==> src/rtl/block_addr_gen.sv <==
// block_addr_gen: walks a frame of 8x8 pixel blocks in block-raster order and
// emits the raster-order pixel address of every pixel. Each block is scanned
// row by row. Output handshake is valid/ready, and a one-cycle done pulse
// follows the last transfer of the frame.
module block_addr_gen #(
  parameter int BLK_COLS = 8,
  parameter int BLK_ROWS = 8,
  parameter int ADDR_W   = 12
) (
  input  logic              clk,
  input  logic              rst,
  input  logic              start,
  input  logic              ready,
  output logic [ADDR_W-1:0] addr,
  output logic              addr_valid,
  output logic              blk_first,
  output logic              blk_last,
  output logic              busy,
  output logic              done
);

  localparam int BC_W = (BLK_COLS > 1) ? $clog2(BLK_COLS) : 1;
  localparam int BR_W = (BLK_ROWS > 1) ? $clog2(BLK_ROWS) : 1;

  localparam logic [BC_W-1:0] BC_MAX = BC_W'(BLK_COLS - 1);
  localparam logic [BR_W-1:0] BR_MAX = BR_W'(BLK_ROWS - 1);

  localparam logic [1:0] IDLE = 2'd0;
  localparam logic [1:0] RUN  = 2'd1;
  localparam logic [1:0] DONE = 2'd2;

  logic [1:0]        state, state_nx;
  logic [2:0]        pc, pc_nx;
  logic [2:0]        pr, pr_nx;
  logic [BC_W-1:0]   bc, bc_nx;
  logic [BR_W-1:0]   br, br_nx;
  logic [ADDR_W-1:0] addr_nx;
  logic              first_nx;
  logic              last_nx;

  // Next-state and counter advance; counters move only on an accepted transfer.
  always_comb begin
    state_nx = state;
    pc_nx    = pc;
    pr_nx    = pr;
    bc_nx    = bc;
    br_nx    = br;
    case (state)
      IDLE: begin
        if (start) begin
          state_nx = RUN;
          pc_nx    = '0;
          pr_nx    = '0;
          bc_nx    = '0;
          br_nx    = '0;
        end
      end
      RUN: begin
        if (ready) begin
          pc_nx = pc + 3'd1;
          if (pc == 3'd7) begin
            pr_nx = pr + 3'd1;
            if (pr == 3'd7) begin
              if (bc == BC_MAX) begin
                bc_nx = '0;
                if (br == BR_MAX) begin
                  br_nx    = '0;
                  state_nx = DONE;
                end else begin
                  br_nx = br + BR_W'(1);
                end
              end else begin
                bc_nx = bc + BC_W'(1);
              end
            end
          end
        end
      end
      DONE:    state_nx = IDLE;
      default: state_nx = IDLE;
    endcase
  end

  // Address of the next pixel, so addr and the block flags can be registered.
  // Only + and * are involved, so evaluating modulo 2^ADDR_W gives the same
  // result as full-precision evaluation followed by truncation.
  always_comb begin
    addr_nx = (ADDR_W'(br_nx) * ADDR_W'(8) + ADDR_W'(pr_nx)) * ADDR_W'(BLK_COLS * 8)
            + ADDR_W'(bc_nx) * ADDR_W'(8) + ADDR_W'(pc_nx);
    first_nx = (state_nx == RUN) && (pc_nx == 3'd0) && (pr_nx == 3'd0);
    last_nx  = (state_nx == RUN) && (pc_nx == 3'd7) && (pr_nx == 3'd7);
    if (state_nx != RUN) begin
      addr_nx = '0;
    end
  end

  // State, counters and registered outputs; reset overrides everything.
  always_ff @(posedge clk) begin
    if (rst) begin
      state     <= IDLE;
      pc        <= '0;
      pr        <= '0;
      bc        <= '0;
      br        <= '0;
      addr      <= '0;
      blk_first <= 1'b0;
      blk_last  <= 1'b0;
    end else begin
      state     <= state_nx;
      pc        <= pc_nx;
      pr        <= pr_nx;
      bc        <= bc_nx;
      br        <= br_nx;
      addr      <= addr_nx;
      blk_first <= first_nx;
      blk_last  <= last_nx;
    end
  end

  assign addr_valid = (state == RUN);
  assign busy       = (state == RUN);
  assign done       = (state == DONE);

endmodule

==> config.mk <==
export PLATFORM = sky130hd
export DESIGN_NAME = block_addr_gen
export DESIGN_NICKNAME = d
export VERILOG_FILES = /design/src/rtl/block_addr_gen.sv
export SDC_FILE = /design/constraint.sdc
export NUM_CORES = 1
export LEC_CHECK = 0
export CELL_PAD_IN_SITES_DETAIL_PLACEMENT = 0
export CELL_PAD_IN_SITES_GLOBAL_PLACEMENT = 2
export CORE_ASPECT_RATIO = 1.1
export CORE_UTILIZATION = 32
export DETAILED_ROUTE_END_ITERATION = 10
export PLACE_DENSITY_LB_ADDON = 0.05
export SLEW_MARGIN = 15
export SYNTH_ARGS = -nofsm -noshare
export SYNTH_HDL_FRONTEND = slang
export SYNTH_SLANG_ARGS = --single-unit
export TNS_END_PERCENT = 1
==> constraint.sdc <==
create_clock -name clk -period 2.2 [get_ports clk]
set_clock_uncertainty 0.1 [all_clocks]
set_input_delay 0.66 -clock clk [delete_from_list [all_inputs] [get_ports clk]]
set_output_delay 0.66 -clock clk [all_outputs]
set_load 0.01 [all_outputs]
======== Word level (Yosys, flattened, before mapping) ========
Cells that the tools add are included.
storage, ports and cells
  register bits after elaboration ......... 28
cells by class
  mux-type cells .......................... 27
  eq/ne operators ......................... 10
  reductions and logical operators ........ 8
  $add $sub $neg .......................... 7
operators with widths
  operator                                        number
  two-way mux 3 bit                               16
  case mux 3 bit (2 select lines)                 4
  == test 3 bit (second input constant)           6
  adder 12 x 3 -> 12 bit                          1
  adder 12 x 6 -> 12 bit                          1
  adder 3 x 1 -> 3 bit (second input constant)    4
  two-way mux 2 bit                               6
  adder 6 x 3 -> 6 bit                            1
  zero test 3 bit                                 2
  == test 2 x 1 -> 1 bit (second input constant)  2
  logical AND 1 bit                               4
  case mux 2 bit (2 select lines)                 1
  == test 2 bit (second input constant)           1
  zero test 2 bit                                 1
  != test 2 x 1 -> 1 bit (second input constant)  1
  OR reduction 2 bit                              1

======== Depth between registers and ports, before layout ========
Gate-level depths: netlist (run 1).
  word-level depth ........................ 10
  gate-level depth with buffers ........... 8
  depth with buffers taken out ............ 6

======== Worst setup path before layout (run 1) ========
OpenSTA, ideal clock, no wires.
  path type ............................... reg-to-reg
  from .................................... register pc[0]
  to ...................................... register blk_first
  setup time .............................. 61 ps
  period minus slack after synthesis ...... 1,829 ps
  arrival time ............................ 1,668 ps
  slack ................................... 371 ps
  stages on the path, launching flop included .. 8
  required time ........................... 2,039 ps
  path through ............................ dfxtp_1 ha_1 ha_1 and2_0 buf_2 a311o_1 a311oi_1 and4_1
on the way
  cells in the longest elaborated chain, start to end .. 7
  elaborated cells on any way between the ends .. 16
  classes of those cells .................. add/sub (1); eq/ne (2); mux (9); reduce/logical (4)
RTL lines
  element                                                       line  text
  from (decl)                                                   33    logic [2:0] pc, pc_nx;
  from (signal assigned)                                        110   pc <= pc_nx;
  branches (longest 6 deep; another with adder 3 x 1 -> 3 bit)  --
  logical AND 1 bit *                                           90    first_nx = (state_nx == RUN) && (pc_nx == 3'd0) && (pr_nx == 3'd0);
  to (signal assigned)                                          115   blk_first <= first_nx;
  to (decl)                                                     16    output logic blk_first,
Mark *: on every way between the ends.
A chain may end at the register's enable or synchronous reset.

======== Worst setup path in the final report (run 1) ========
  from .................................... input ready
  to ...................................... register blk_first
on the way
  cells in the longest elaborated chain, start to end .. 5
  elaborated cells on any way between the ends .. 11
  classes of those cells .................. eq/ne (1); mux (6); reduce/logical (4)
RTL lines
  element                                                                             line  text
  from (decl)                                                                         13    input logic ready,
  two-way mux 2 bit or two-way mux 3 bit (tied branches)                              59    if (ready) begin
  case mux 2 bit (2 select lines) or case mux 3 bit (2 select lines) (tied branches)  48    case (state)
  == test 2 x 1 -> 1 bit or zero test 3 bit (tied branches)                           90
  logical AND 1 bit                                                                   90
  logical AND 1 bit *                                                                 90
Mark *: on every way between the ends. The rest lies on a longest branch, timed or not.

==> results of run 1 <==
==> cell type report <==
| class | instances | area (um2) | area share |
|---|---|---|---|
| Timing Repair Buffer | 36 | 324 | 0.199 |
| Sequential cell | 28 | 562 | 0.345 |
| Tap cell | 50 | 62.6 | 0.0384 |
| Multi-Input combinational cell | 93 | 633 | 0.388 |
| Clock buffer | 3 | 41.3 | 0.0253 |
| Inverter | 2 | 7.51 | 0.00460 |
==> kinds of logic after synthesis <==
family / share of synthesized area
and+or+nand+nor: 0.288
adders and majority gates: 0.0802
AOI/OAI and AO/OA: 0.0913
buffers and inverters: 0.0491
muxes: 0.0421
DFF: 0.449
==> layer usage <==
metal  vias to the layer above  routed length (um)  part of all wire  global-route usage
li1                        516                   -                 -                   -
met5                         -                   0                 0                   0
met2                        21                1310              0.45               0.263
met4                         0                  75             0.026              0.0639
met1                       470                1370              0.47               0.205
met3                         9                 142             0.049              0.0326
==> cells in the mapped netlist (3+ instances only) <==
library cell | count | area, um2
and2_1 | 7 | 43.8
o21ai_0 | 4 | 20.0
nor2b_1 | 4 | 25.0
mux2i_1 | 3 | 30.0
nor2_1 | 21 | 78.8
buf_2 | 3 | 15.0
nand2_1 | 9 | 33.8
and4_1 | 3 | 26.3
ha_1 | 8 | 100
dfxtp_1 | 28 | 561
==> worst reg2reg max path, delay by kind of cell, from the launching register on <==
family                   cells  cell delay (ns)
AO/OA/AOI/OAI                2             0.60
flip-flops                   1             0.35
adder cells (fa/ha/maj)      2             0.45
AND/OR/NAND/NOR              2             0.42
==> power breakdown <==
part / switching (mW) / total [mW] / internal, mW
sequential: 0.00260 / 0.514 / 0.511
combinational: 0.0397 / 0.0808 / 0.0411
clock: 0.150 / 0.273 / 0.123
total: 0.192 / 0.868 / 0.675
==> registers in the layout, indices dropped and copies added, names as in the netlist <==
name	flops
addr	12
pc	3
blk_first	1
blk_last	1
br	3
bc	3
pr	3
state	2
==> path summary, 6_finish.rpt <==
| path | cells past startpoint | endpoint | slack, ns |
|---|---|---|---|
| worst max register to register | 6 | blk_first | 0.22 |
| worst min-delay path | 2 | bc[2] | 0.45 |
| worst max-delay path | 6 | blk_first | 0.12 |
| worst min register to register | 2 | bc[2] | 0.45 |
==> per-stage QoR <==
step	utilization	cells
after floorplan	-	131
after detailed placement	0.428	209
after CTS	0.441	212
after global routing	0.443	212
final	0.443	212
after global placement	0.428	209
==> repair_timing <==
| item | CTS | global route |
|---|---|---|
| setup endpoints to repair | 4 | 3 |
| resized for setup | 4 | 3 |
| cloned | 0 | 0 |
==> out/results.ini, run 1 <==
[critical_path]
cp_data_arrival_time_ns = 2.15
worstSetupStartpoint = ready
path_buf_inv = 2
worst_path_largest_cell_delay_ns = 0.51
crit_fanout = 6
r2r_start = pc[0]
path_cells = clkdlybuf4s50_1, buf_4, nor4bb_1, a211oi_2, and3_1, and4_1
worstPathRequired_ns = 2.27
worstSetupEndpointType = register
cp-start-kind = input pin
crit_family = simple AND/OR/NAND/NOR gates
critPathSlowestCell = clkdlybuf4s50_1
critPathKind = input pin to register

[power]
vdd_drop_max_uv = 256
fin_total_pwr_mw = 0.868
power_density_nw_per_um2 = 532
p_leak_nw = 0.733

[grt]
grt_pass1_wl_mm = 4.85
grt_max_degree = 15
antenna_found_initial = 0
grt_usage = 0.161
grt_overflow_total = 0
grt_pass1_vias = 1055

[final_layout]
antennaDiodeCount = 0
layout_common_cells = dfxtp_1, nor2_1, clkdlybuf4s50_1
final_common_cell = dfxtp_1
fillers = 400
syn_to_final_growth_pct = 30.7
design_area_um2 = 1630
drive_gt1_frac = 0.179
layout.nets = 176

[floorplanning]
rows = 23
fp.dieW_um = 61.5
start_util = 0.339
ioPinCount = 21
die-area_um2 = 4150
die_h_um = 67.5
core_um2 = 3680

[worst_hold_path]
min_path_type = register to register
hold_path_startpoint = bc[2]

[synthesis]
syn_area_per_cell_um2 = 9.52
ys_seq_area_frac = 0.449
synth_flop_cell = dfxtp_1
synth_seq_cells = 28
synth_area_um2 = 1250
yosysWarnings = 0
ys_types = 40
synth-edff-count = 0
synth_nets = 143
synthArstFlopShare = 0
netlist_instances = 131

[drt]
wirelength_mm = 2.90
drt-vias-per-instance = 4.79
drtIter0Drc = 35
drc_errors = 0
vias = 1016
drt.antenna.violating_nets = 0
firstDrtPassIters = 4
wire_per_inst_um = 13.7

[outcome]
status = finished clean

[placed_design]
place_hpwl_mm = 2.17
placed_area_um2 = 1580
numPortBuffers = 20
dp_slack_ns = -0.290
place.gp.congestion = 0.724

[sta]
slew_headroom = 0.788
fin_ws_ns = 0.119
fin_setup_tns_ns = 0
worst_pin_slew_ns = 0.315
rsz0062_at_grt = false
fmaxAchievable_mhz = 480
finalCritPeriodShare = 0.946
hold-worst-slack_ns = 0.446
setup_violations = 0
min_period_ns = 2.08
slew_violations = 0
hold_violations = 0

[cts]
cts_tree = built
clkTransAtPathRegs_ns = 0.09
worstSkewPairLatency_ns = 0.27
ctsHoldBuffers = 0
cts_root_buf = clkbuf_8
cts_max_path_buffers = 2
cts_max_level = 1
cts.sinks = 28
cts_buffers = 3
post_cts_buffers = 0

[job]
maxCapViolCount = 0

Note: power is estimated with default switching activity, not from simulation.
==> run 2, diff against run 1 <==
- CORE_UTILIZATION: 32 -> 37
- DONT_BUFFER_PORTS: unset -> 1
==> run 2 against run 1 <==
  * The run now ends with design-rule violations left
  * Combinational power decreased by 58%
  * Non-clock buffer count decreased by 34
  * First-iteration DRC count decreased by 43%
  * Global-route usage decreased by 1.3 points
  * Cell count decreased by 23%
  * Worst setup slack improved by 0.066 ns
  * Final area decreased by 20%
  * Sequential cell count unchanged
  * Largest cell class unchanged
==> out/results.ini, run 2 (synthesis gave the netlist of run 1 again) <==
[job]
maxCapViolCount = 0  ; unchanged

[critical_path]
worstSetupEndpointType = output port  ; was register
cp_data_arrival_time_ns = 1.25  ; was 2.15 ns
crit_fanout = 11  ; was 6
cp-start-kind = register  ; was input pin
critPathKind = register to output port  ; was input pin to register
worst_path_largest_cell_delay_ns = 0.46  ; was 0.51 ns
path_cells = nor2b_1, buf_4  ; was clkdlybuf4s50_1, buf_4, nor4bb_1, a211oi_2, and3_1, and4_1
r2r_start = pc[0]  ; unchanged
crit_family = flip-flops  ; was simple AND/OR/NAND/NOR gates
worstPathRequired_ns = 1.44  ; was 2.27 ns
critPathSlowestCell = dfxtp_2  ; was clkdlybuf4s50_1
path_buf_inv = 1  ; was 2
worstSetupStartpoint = state[0]  ; was ready

[final_layout]
regMostFlops = addr  ; unchanged
largest_reg_flops = 12  ; unchanged
syn_to_final_growth_pct = 4.61  ; was 30.7%
layout_common_cells = dfxtp_1, nor2_1, nand2_1  ; was dfxtp_1, nor2_1, clkdlybuf4s50_1
design_area_um2 = 1310  ; was 1630 um2
drive_gt1_frac = 0.109  ; was 0.179
layout.nets = 142  ; was 176
final_common_cell = dfxtp_1  ; unchanged
antennaDiodeCount = 0  ; unchanged

[cts]
post_cts_buffers = 0  ; unchanged
clkTransAtPathRegs_ns = 0.15  ; was 0.09 ns
cts_buffers = 3  ; unchanged
cts_tree = built  ; unchanged
cts_max_path_buffers = 2  ; unchanged
ctsHoldBuffers = 0  ; unchanged
cts_max_level = 1  ; unchanged
worstSkewPairLatency_ns = 0.32  ; was 0.27 ns
cts.sinks = 28  ; unchanged
cts_root_buf = clkbuf_4  ; was clkbuf_8

[drt]
drc_errors = 7  ; was 0
firstDrtPassIters = 7  ; was 4
wirelength_mm = 2.45  ; was 2.90 mm
wire_per_inst_um = 15.0  ; was 13.7 um
vias = 890  ; was 1016
drtIter0Drc = 20  ; was 35
drt-vias-per-instance = 5.46  ; was 4.79
drt.antenna.violating_nets = 0  ; unchanged

[grt]
grt_pass1_vias = 908  ; was 1055
grt_overflow_total = 0  ; unchanged
use_met3 = 0.0311  ; was 0.0326
grt_usage = 0.148  ; was 0.161
grt_max_degree = 17  ; was 15
grt_use_met1 = 0.194  ; was 0.205
met2_usage = 0.233  ; was 0.263
antenna_found_initial = 0  ; unchanged
top_usage_layer = met2  ; unchanged
grt_pass1_wl_mm = 4.16  ; was 4.85 mm

[power]
pwr-share-seq = 0.585  ; was 0.592
internal_power_mw = 0.710  ; was 0.675 mW
power_density_nw_per_um2 = 680  ; was 532 nW/um2
p_leak_nw = 0.570  ; was 0.733 nW
vdd_drop_max_uv = 239  ; was 256 uV
pwr-share-comb = 0.038  ; was 0.093
netSwitchingFraction = 0.200  ; was 0.222
switchingPower_mw = 0.178  ; was 0.192 mW
p_clk_frac = 0.376  ; was 0.314

[placed_design]
placed_area_um2 = 1250  ; was 1580 um2
place_hpwl_mm = 1.77  ; was 2.17 mm
place.gp.congestion = 0.720  ; was 0.724
numPortBuffers = 0  ; was 20

[outcome]
violations = design-rule violations
status = finished with violations  ; was finished clean

[sta]
setup_violations = 0  ; unchanged
slew_headroom = 0.730  ; was 0.788
finalCritPeriodShare = 0.916  ; was 0.946
fmaxAchievable_mhz = 496  ; was 480 MHz
rsz0062_at_grt = false  ; unchanged
fin_setup_tns_ns = 0  ; unchanged
hold_violations = 0  ; unchanged
worst_pin_slew_ns = 0.402  ; was 0.315 ns
min_period_ns = 2.01  ; was 2.08 ns
slew_violations = 0  ; unchanged

[floorplanning]
die_h_um = 62.9  ; was 67.5 um
core_um2 = 3130  ; was 3680 um2
start_util = 0.399  ; was 0.339
fp.dieW_um = 57.4  ; was 61.5 um
rows = 21  ; was 23
die-area_um2 = 3610  ; was 4150 um2
ioPinCount = 21  ; unchanged

[worst_hold_path]
hold_path_startpoint = rst  ; was bc[2]
min_path_type = input pin to register  ; was register to register

## run 2: worst register-to-register path: stages, from the launching register on
cell and delay [ns]:
dfxtp_1 0.40, ha_1 0.16, ha_1 0.22, and2_0 0.33, nand4_1 0.29, mux2_2 0.36, nor2_1 0.08
## run 2: per-stage QoR
stage          utilization  power [mW]  hold WS [ns]  instances  setup WS, ns
2_1_floorplan            -       0.564         0.388        131         0.371
3_3_place_gp         0.400       0.565         0.407        159         0.275
3_5_place_dp         0.400       0.565         0.427        159         0.218
4_1_cts              0.417       0.911         0.252        163        0.0210
5_1_grt              0.417       0.927         0.249        163        0.0475
6_report             0.417       0.888         0.277        163         0.185
## run 2: final timing paths
check                           cells past startpoint  slack, ns          to
worst max register to register                      6       0.21    addr[10]
worst max-delay path                                2       0.19  addr_valid
worst min register to register                      2       0.46     addr[5]
worst min-delay path                                1       0.28       bc[0]
## run 2: power groups by stage
stage          logic [mW]  clock network (mW)  registers, mW
6_report           0.0341               0.334          0.520
3_5_place_dp       0.0348                   0          0.530
4_1_cts            0.0351               0.356          0.520
3_3_place_gp       0.0348                   0          0.530
5_1_grt            0.0379               0.368          0.521
2_1_floorplan      0.0375                   0          0.527
## run 2: area by class of cell
class	instances	area [um2]
fill	316	1820
clock inverter	1	30.0
timing repair buffer	2	15.0
tap	34	42.5
clock buffer	3	22.5
inverter	2	7.51
sequential	28	562
multi-input combinational	93	626
## run 2: repair_timing
action | in CTS | in global routing
resized for setup | 0 | 1
hold endpoints to repair | 0 | 0
endpoints found under the setup margin | 0 | 2
## run 2: per-layer routing
metal	share of wire	wire length [um]
met2	0.45	1100
met3	0.035	87
met5	0	0
met4	0.0090	22
met1	0.50	1240
